## src/rtl/lane_serializer.sv

```systemverilog
// lane_serializer: per-lane byte FIFO feeding an MSB-first serializer.
// One bit leaves per clk_8f cycle; a byte boundary is every 8th edge. When no
// data byte is available at a boundary, the COM character is sent instead.
// Optional build macro LANE_SER_BC_SYNC_EN: after reset, send exactly four COM
// bytes before the first data byte is allowed out of the FIFO.
module lane_serializer #(
    parameter int unsigned FIFO_DEPTH = 4,
    parameter logic [7:0]  COM_CHAR   = 8'hBC
) (
    input  logic       clk_8f,
    input  logic       reset,
    input  logic [7:0] lane_in,
    input  logic       valid_in,
    output logic       in_ready,
    output logic       data_out,
    output logic       frame_start,
    output logic       is_com,
    output logic       overflow
);

    localparam int unsigned AW      = $clog2(FIFO_DEPTH);
    localparam logic [AW:0] PTR_ONE = {{AW{1'b0}}, 1'b1};

    logic [7:0]  r_mem [FIFO_DEPTH];
    logic [AW:0] r_wr_ptr;
    logic [AW:0] r_rd_ptr;
    logic [7:0]  r_shreg;
    logic [2:0]  r_bit_cnt;
    logic        r_is_com;
    logic        r_overflow;

    logic        w_full;
    logic        w_empty;
    logic        w_push;
    logic        w_boundary;
    logic        w_active;
    logic        w_pop;

    // Pointers carry one extra wrap bit: equal -> empty, differ only in MSB -> full.
    assign w_empty    = (r_wr_ptr == r_rd_ptr);
    assign w_full     = (r_wr_ptr[AW] != r_rd_ptr[AW]) &&
                        (r_wr_ptr[AW-1:0] == r_rd_ptr[AW-1:0]);
    assign w_push     = valid_in && !w_full;
    assign w_boundary = (r_bit_cnt == 3'd7);
    // Pop decision uses pre-edge occupancy, so a same-edge push is never bypassed.
    assign w_pop      = w_boundary && w_active && !w_empty;

`ifdef LANE_SER_BC_SYNC_EN
    typedef enum logic {
        ST_SYNC,
        ST_ACTIVE
    } state_t;

    state_t     r_state;
    logic [1:0] r_sync_cnt;

    // Startup FSM: count COM loads in SYNC, go ACTIVE on the edge of the 4th.
    always_ff @(posedge clk_8f) begin
        if (reset) begin
            r_state    <= ST_SYNC;
            r_sync_cnt <= 2'd0;
        end else if (w_boundary && (r_state == ST_SYNC)) begin
            if (r_sync_cnt == 2'd3) begin
                r_state <= ST_ACTIVE;
            end
            r_sync_cnt <= r_sync_cnt + 2'd1;
        end
    end

    assign w_active = (r_state == ST_ACTIVE);
`else
    assign w_active = 1'b1;
`endif

    // FIFO storage; contents are logically discarded by the pointer reset.
    always_ff @(posedge clk_8f) begin
        if (!reset && w_push) begin
            r_mem[r_wr_ptr[AW-1:0]] <= lane_in;
        end
    end

    // FIFO pointers and sticky overflow flag for bytes dropped while full.
    always_ff @(posedge clk_8f) begin
        if (reset) begin
            r_wr_ptr   <= '0;
            r_rd_ptr   <= '0;
            r_overflow <= 1'b0;
        end else begin
            if (w_push) begin
                r_wr_ptr <= r_wr_ptr + PTR_ONE;
            end
            if (w_pop) begin
                r_rd_ptr <= r_rd_ptr + PTR_ONE;
            end
            if (valid_in && w_full) begin
                r_overflow <= 1'b1;
            end
        end
    end

    // Serializer: load data or COM at a boundary, otherwise shift left.
    always_ff @(posedge clk_8f) begin
        if (reset) begin
            r_bit_cnt <= 3'd7;
            r_shreg   <= 8'h00;
            r_is_com  <= 1'b0;
        end else if (w_boundary) begin
            r_bit_cnt <= 3'd0;
            if (w_pop) begin
                r_shreg  <= r_mem[r_rd_ptr[AW-1:0]];
                r_is_com <= 1'b0;
            end else begin
                r_shreg  <= COM_CHAR;
                r_is_com <= 1'b1;
            end
        end else begin
            r_bit_cnt <= r_bit_cnt + 3'd1;
            r_shreg   <= {r_shreg[6:0], 1'b0};
        end
    end

    assign in_ready    = !w_full;
    assign data_out    = r_shreg[7];
    assign frame_start = (r_bit_cnt == 3'd0) && !reset;
    assign is_com      = r_is_com;
    assign overflow    = r_overflow;

endmodule

```

## config.mk

```make
export PLATFORM = sky130hd
export DESIGN_NAME = lane_serializer
export DESIGN_NICKNAME = d
export VERILOG_FILES = /design/src/rtl/lane_serializer.sv
export SDC_FILE = /design/constraint.sdc
export NUM_CORES = 1
export LEC_CHECK = 0
export ABC_CLOCK_PERIOD_IN_PS = 2300
export CAP_MARGIN = 20
export CORE_MARGIN = 3
export CORE_UTILIZATION = 35
export DETAILED_ROUTE_END_ITERATION = 12
export GPL_TIMING_DRIVEN = 0
export PLACE_DENSITY = 0.5
export SYNTH_ARGS = -nofsm -noshare
export SYNTH_HDL_FRONTEND = slang
export SYNTH_SLANG_ARGS = --single-unit
```

## constraint.sdc

```tcl
create_clock -name clk_8f -period 2.3 [get_ports clk_8f]
set_clock_uncertainty 0.05 [all_clocks]
set_input_delay 0.46 -clock clk_8f [delete_from_list [all_inputs] [get_ports clk_8f]]
set_output_delay 0.46 -clock clk_8f [all_outputs]
set_load 0.03 [all_outputs]
```

-- Word level (Yosys, flattened, before mapping)
Memory sizes are Yosys's and may differ from the RTL's. A register that Yosys moved wholly into a read port is not among the register bits.
Index checks and enable logic that the tools add are counted.
- add/subtract/negate cells: 3
- equality and inequality tests: 4
- mux-type cells: 8
- bitwise logic cells: 2
- reductions and logical operators: 11
- operators by type and width (cell ; number):
    $mux 8 ; 2
    $add 3x1->3 const B ; 3
    $logic_and 1x1->1 ; 6
    $mux 2 ; 2
    $eq 3x3->1 ; 1
    $eq 3x3->1 const B ; 1
    $logic_not 1->1 ; 3
    $logic_not 3->1 ; 1
    $mux 1 ; 3
    $mux 3 ; 1
    $reduce_or 3->1 ; 1
    $eq 2x2->1 ; 1
    $not 1->1 ; 2
    $ne 1x1->1 ; 1
- flip-flop bits (word level): 19
- memory bits (writable): 32
- bits of input ports: 11
- output and inout port bits: 5
- word-level logic and storage cells: 36
- memories kept: 1
- memory list (name ; depth ; bits a word ; rd ports ; clocked after memory_dff ; wr ports ; line ; RTL):
    r_mem ; 4 ; 8 ; 1 ; 1 ; 1 ; 24 ; logic [7:0] r_mem [FIFO_DEPTH];

-- Longest topological paths before layout
Gate-level depths: netlist of run 1.
- depth in word-level cells: 7
- mapped depth: 5
- mapped depth without buffers: 5

-- Least setup slack after synthesis of run 1
No wires, ideal clock.
- kind: reg-to-reg
- from: register r_wr_ptr[1]
- to: memory r_mem[2][0] (enable)
- library setup time: 0.385 ns
- data arrival time: 1.639 ns
- required time: 1.865 ns
- slack: 0.225 ns
- cell stages (with the launch flop): 4
- buffers on the path: 0
- clock period less this slack: 2.075 ns
- cells stage by stage: dfxtp_1 xor2_1 o31ai_1 nor3b_1
- longest elaborated chain between the ends: 7
- RTL lines (item ; line ; RTL):
    start, declared ; 25 ; logic [AW:0] r_wr_ptr;
    start signal, assigned ; 90 ; r_wr_ptr <= r_wr_ptr + PTR_ONE;
    $eq 2x2->1 ; 42 ; (r_wr_ptr[AW-1:0] == r_rd_ptr[AW-1:0]);
    $logic_and 1x1->1 ; 41 ; assign w_full = (r_wr_ptr[AW] != r_rd_ptr[AW]) &&
    $logic_not 1->1 ; 43 ; assign w_push = valid_in && !w_full;
    $logic_and 1x1->1 ; 43 ;
    $logic_and 1x1->1 ; 77 ; if (!reset && w_push) begin
    $mux 1 ; 77 ;
    $mux 1 (implied by the code) ; 78 ; r_mem[r_wr_ptr[AW-1:0]] <= lane_in;
    end, declared ; 24 ;
Several ways; a longest one is shown, not always the timed one.

-- Final worst setup path of run 1
- from: input reset
- to: memory r_mem[2][5] (enable)
- longest elaborated chain between the ends: 4
- RTL lines (item ; line ; RTL):
    start, declared ; 11 ; input logic reset,
    $logic_not 1->1 ; 77 ;
    $logic_and 1x1->1 ; 77 ;
    $mux 1 ; 77 ;
    $mux 1 (implied by the code) ; 78 ;
Every way passes these cells.

==> run summary, run 1 <==
PortBufs: 15
worst vdd ir: 362.0 uV
number of distinct library cells after synthesis: 37
simple-gate share of the synthesized area: 8.652%
DRC viols: 0
WHS Path Cells: 2
TritonCTS Buffers: 5
Worst-Margin Slew: 0.8088 ns
setup slack, reg-to-reg: 0.18 ns
post-synthesis mux area share: 10.51%
RSZ-0062 raised after global routing: no
GRT overflow: 0
fin nets: 197
Yosys reg bits: 53
worst hold path type: reg2reg
vias in the first global route: 1333
post-synthesis xor/xnor area fraction: 3.034%
grt met2 use: 19.70%
gpl congestion: 0.7385
n_diodes: 0
dpl hpwl: 2839 um
Tmin final: 2.204 ns
Clock Power Share: 27.9%
hold_buf cts: 0
Arr. time, crit path: 2.23 ns
TritonRoute pass-1 iters: 4
Seq/Total Area, Yosys: 62.02%
worst-path fanout max: 10
r2r worst-path depth: 4
first-pass GRT wire length: 6893 um
Num Clock Sinks: 53
Final Instance Area: 0.002749 mm^2
main combinational cell family by area after synthesis: multiplexers
Initial Util: 36.96%
antenna-violating nets left: 0
sw power: 629.8 uW
overall routed net length: 4295 um
Comb pwr share: 22.3%
grt peak-use layer: met2
Required @ worst endpoint: 2.33 ns
DR iter-0 viols: 64
fmax: 0.4537 GHz
Setup TNS: 0 ns
complex-gate fraction of the synthesized area: 8.427%
async set-reset flop share out of synthesis: 0%
clk slew on worst S/H paths: 0.09 ns
YS warnings: 0
via count: 1338
largest net degree at the start of global routing: 18
# setup viols final: 0
Routed wire per std cell: 16.91 um
Post-synth EDFFs: 32
Avg Cell Area, Syn: 14.85 um^2
CTS root buffer: clkbuf_8
status: finished clean
GR Util met1: 16.52%
switching share of power: 27.53%
power density cells: 832.3 mW/mm^2
vias per cell: 5.268
Die Area: 0.007356 mm^2
Die Y: 85.77 um
Core Area: 0.006026 mm^2
Syn Inst Count: 150
I/O pin count: 16
post-synthesis adder-cell area fraction: 4.494%
row count: 28
CTS H-Tree Depth: 2
main flop type after synthesis: edfxtp_1
Max Cap Violations: 0
initial antenna violation count: 0
clk_lat worst skew: 0.31 ns
# fillers: 537
sequential power share: 49.7%
Final Cycle Share: 95.84%
Setup Crit Path Kind: in2reg
Startpoint Class: input pin
Max clock buf depth: 2
Lkg Pwr: 0.9483 nW
grt met3 use: 3.458%
share of cells above drive strength 1: 20.11%
Area after DPL: 0.002491 mm^2
Mapped Area: 0.002227 mm^2
Rel. slew slack: 45.76%
max-slew violations: 0
internal cell power: 1.658 mW
Critical Path End Type: flip-flop
Area growth syn-to-layout: 23.43%
Total GRT Usage: 12.40%
Final Hold Fails: 0
CTS tree: yes
horizontal die dimension: 85.77 um
Post-Synthesis Net Count: 169
-- placed cells by master (no fill, tap or decap), types with 2 or more instances in the layout --
cell type	instances
xnor2_4	2
a21oi_1	3
o31ai_1	2
nand3_1	2
clkdlybuf4s50_1	13
a311oi_1	5
nand2_1	3
buf_4	3
xor2_1	3
dfxtp_1	21
clkbuf_1	4
a211o_1	2
inv_1	6
nor3_1	5
nand2b_1	4
edfxtp_1	32
nor3b_4	4
mux2_1	3
nor2_1	9
clkbuf_8	5
mux2i_1	2
o311ai_0	3
ha_1	8
mux4_2	8
buf_12	4
-- kinds of logic (layout without fill, tap and decap cells) --
group / count (synthesis) / in the layout
buf+inv: 14 / 43
xor+xnor: 6 / 6
fa+ha+maj: 8 / 8
mux: 13 / 13
compound gates: 22 / 22
simple gates: 34 / 34
flops: 53 / 53
-- worst max-delay path: stages --
cell,delay [ns]
clkdlybuf4s50_1,0.57
clkbuf_1,0.37
clkbuf_1,0.54
nor3b_4,0.11
buf_12,0.18
-- cells in the mapped netlist (2+ instances only) --
master | number | area (um^2)
nand2b_1 | 4 | 25.02
clkbuf_1 | 5 | 18.77
edfxtp_1 | 32 | 960.9
mux2i_1 | 2 | 20.02
nor3_1 | 5 | 25.02
mux2_1 | 3 | 33.78
a21oi_1 | 3 | 15.01
o311ai_0 | 3 | 26.28
xor2_1 | 3 | 26.28
ha_1 | 8 | 100.1
a211o_1 | 2 | 17.52
inv_1 | 6 | 22.52
o31ai_1 | 3 | 22.52
dfxtp_1 | 21 | 420.4
nor3b_1 | 5 | 37.54
nor2_1 | 9 | 33.78
a311oi_1 | 5 | 43.79
nand3_1 | 2 | 10.01
mux4_2 | 8 | 180.2
xnor2_2 | 2 | 32.53
nand2_1 | 3 | 11.26
-- state kept, by name, summed over array words and instances (netlist names), named ones only --
name and cells:
is_com 1, overflow 1, r_bit_cnt 3, r_mem 32
r_rd_ptr 3, r_shreg 8, r_wr_ptr 3
-- worst paths after layout --
| check | startpoint | to |
|---|---|---|
| max reg2reg | r_wr_ptr[0]$_SDFFE_PP0P_ | r_mem[0][4]$_DFFE_PP_ |
| min | r_shreg[5]$_SDFF_PP0_ | r_shreg[6]$_SDFF_PP0_ |
| max | reset | r_mem[2][5]$_DFFE_PP_ |
| min reg2reg | r_shreg[5]$_SDFF_PP0_ | r_shreg[6]$_SDFF_PP0_ |
-- per-stage QoR --
step                power [mW]  setup slack [ns]  hold WS (ns)  cells  utilization [%]
detailed placement       1.619           -0.4384        0.3813    240            41.34
CTS                      2.306          0.004926        0.3952    251            44.73
global route             2.400          0.002384        0.4318    254            45.62
global placement         1.601           -0.9497        0.3857    240            41.01
floorplan                1.476            0.2252        0.3674    150                -
finish                   2.288           0.09579        0.3942    254            45.62
-- per-layer routing --
metal / up-vias / share of wire (%)
li1: 628 / -
met1: 663 / 45
met2: 40 / 49
met3: 7 / 4.1
met4: 0 / 1.7
met5: - / 0
-- power groups by stage --
stage               Combinational (mW)  Clock, mW  Sequential [mW]
global placement                 0.451          0             1.15
floorplan                        0.313          0             1.16
finish                           0.511      0.639             1.14
global route                     0.564      0.689             1.15
CTS                              0.512      0.654             1.14
detailed placement               0.465          0             1.15
-- repair_timing --
action,CTS,global route
buffers inserted,3,3
cloned,0,0
resized for setup,14,2
pin swaps,3,3
setup endpoints to repair,34,25
-- layout make-up --
type                    count  area (um^2)  share of cell area, %
well taps                  75        93.84                  3.414
repair buffers             21        239.0                  8.694
plain buffers               7        41.29                  1.502
clock inverters             3        43.79                  1.593
inverters                   7        26.28                 0.9558
multi-input cells          83        854.6                  31.09
clock buffers               5        68.82                  2.503
flip-flops and latches     53         1381                  50.25
No activity file was read; power rests on OpenSTA's default activity.
==> run 2: changes to the inputs <==
Settings changed: ABC_CLOCK_PERIOD_IN_PS 2300 to default.
==> results of run 2 <==
Same layout as run 1: the final DEF is identical, and so are final timing and power.
==> run 3: changes to the inputs <==
Settings changed: CAP_MARGIN 20 to 30.
==> results of run 3 <==
Same layout as run 1: the final DEF is identical, and so are final timing and power.
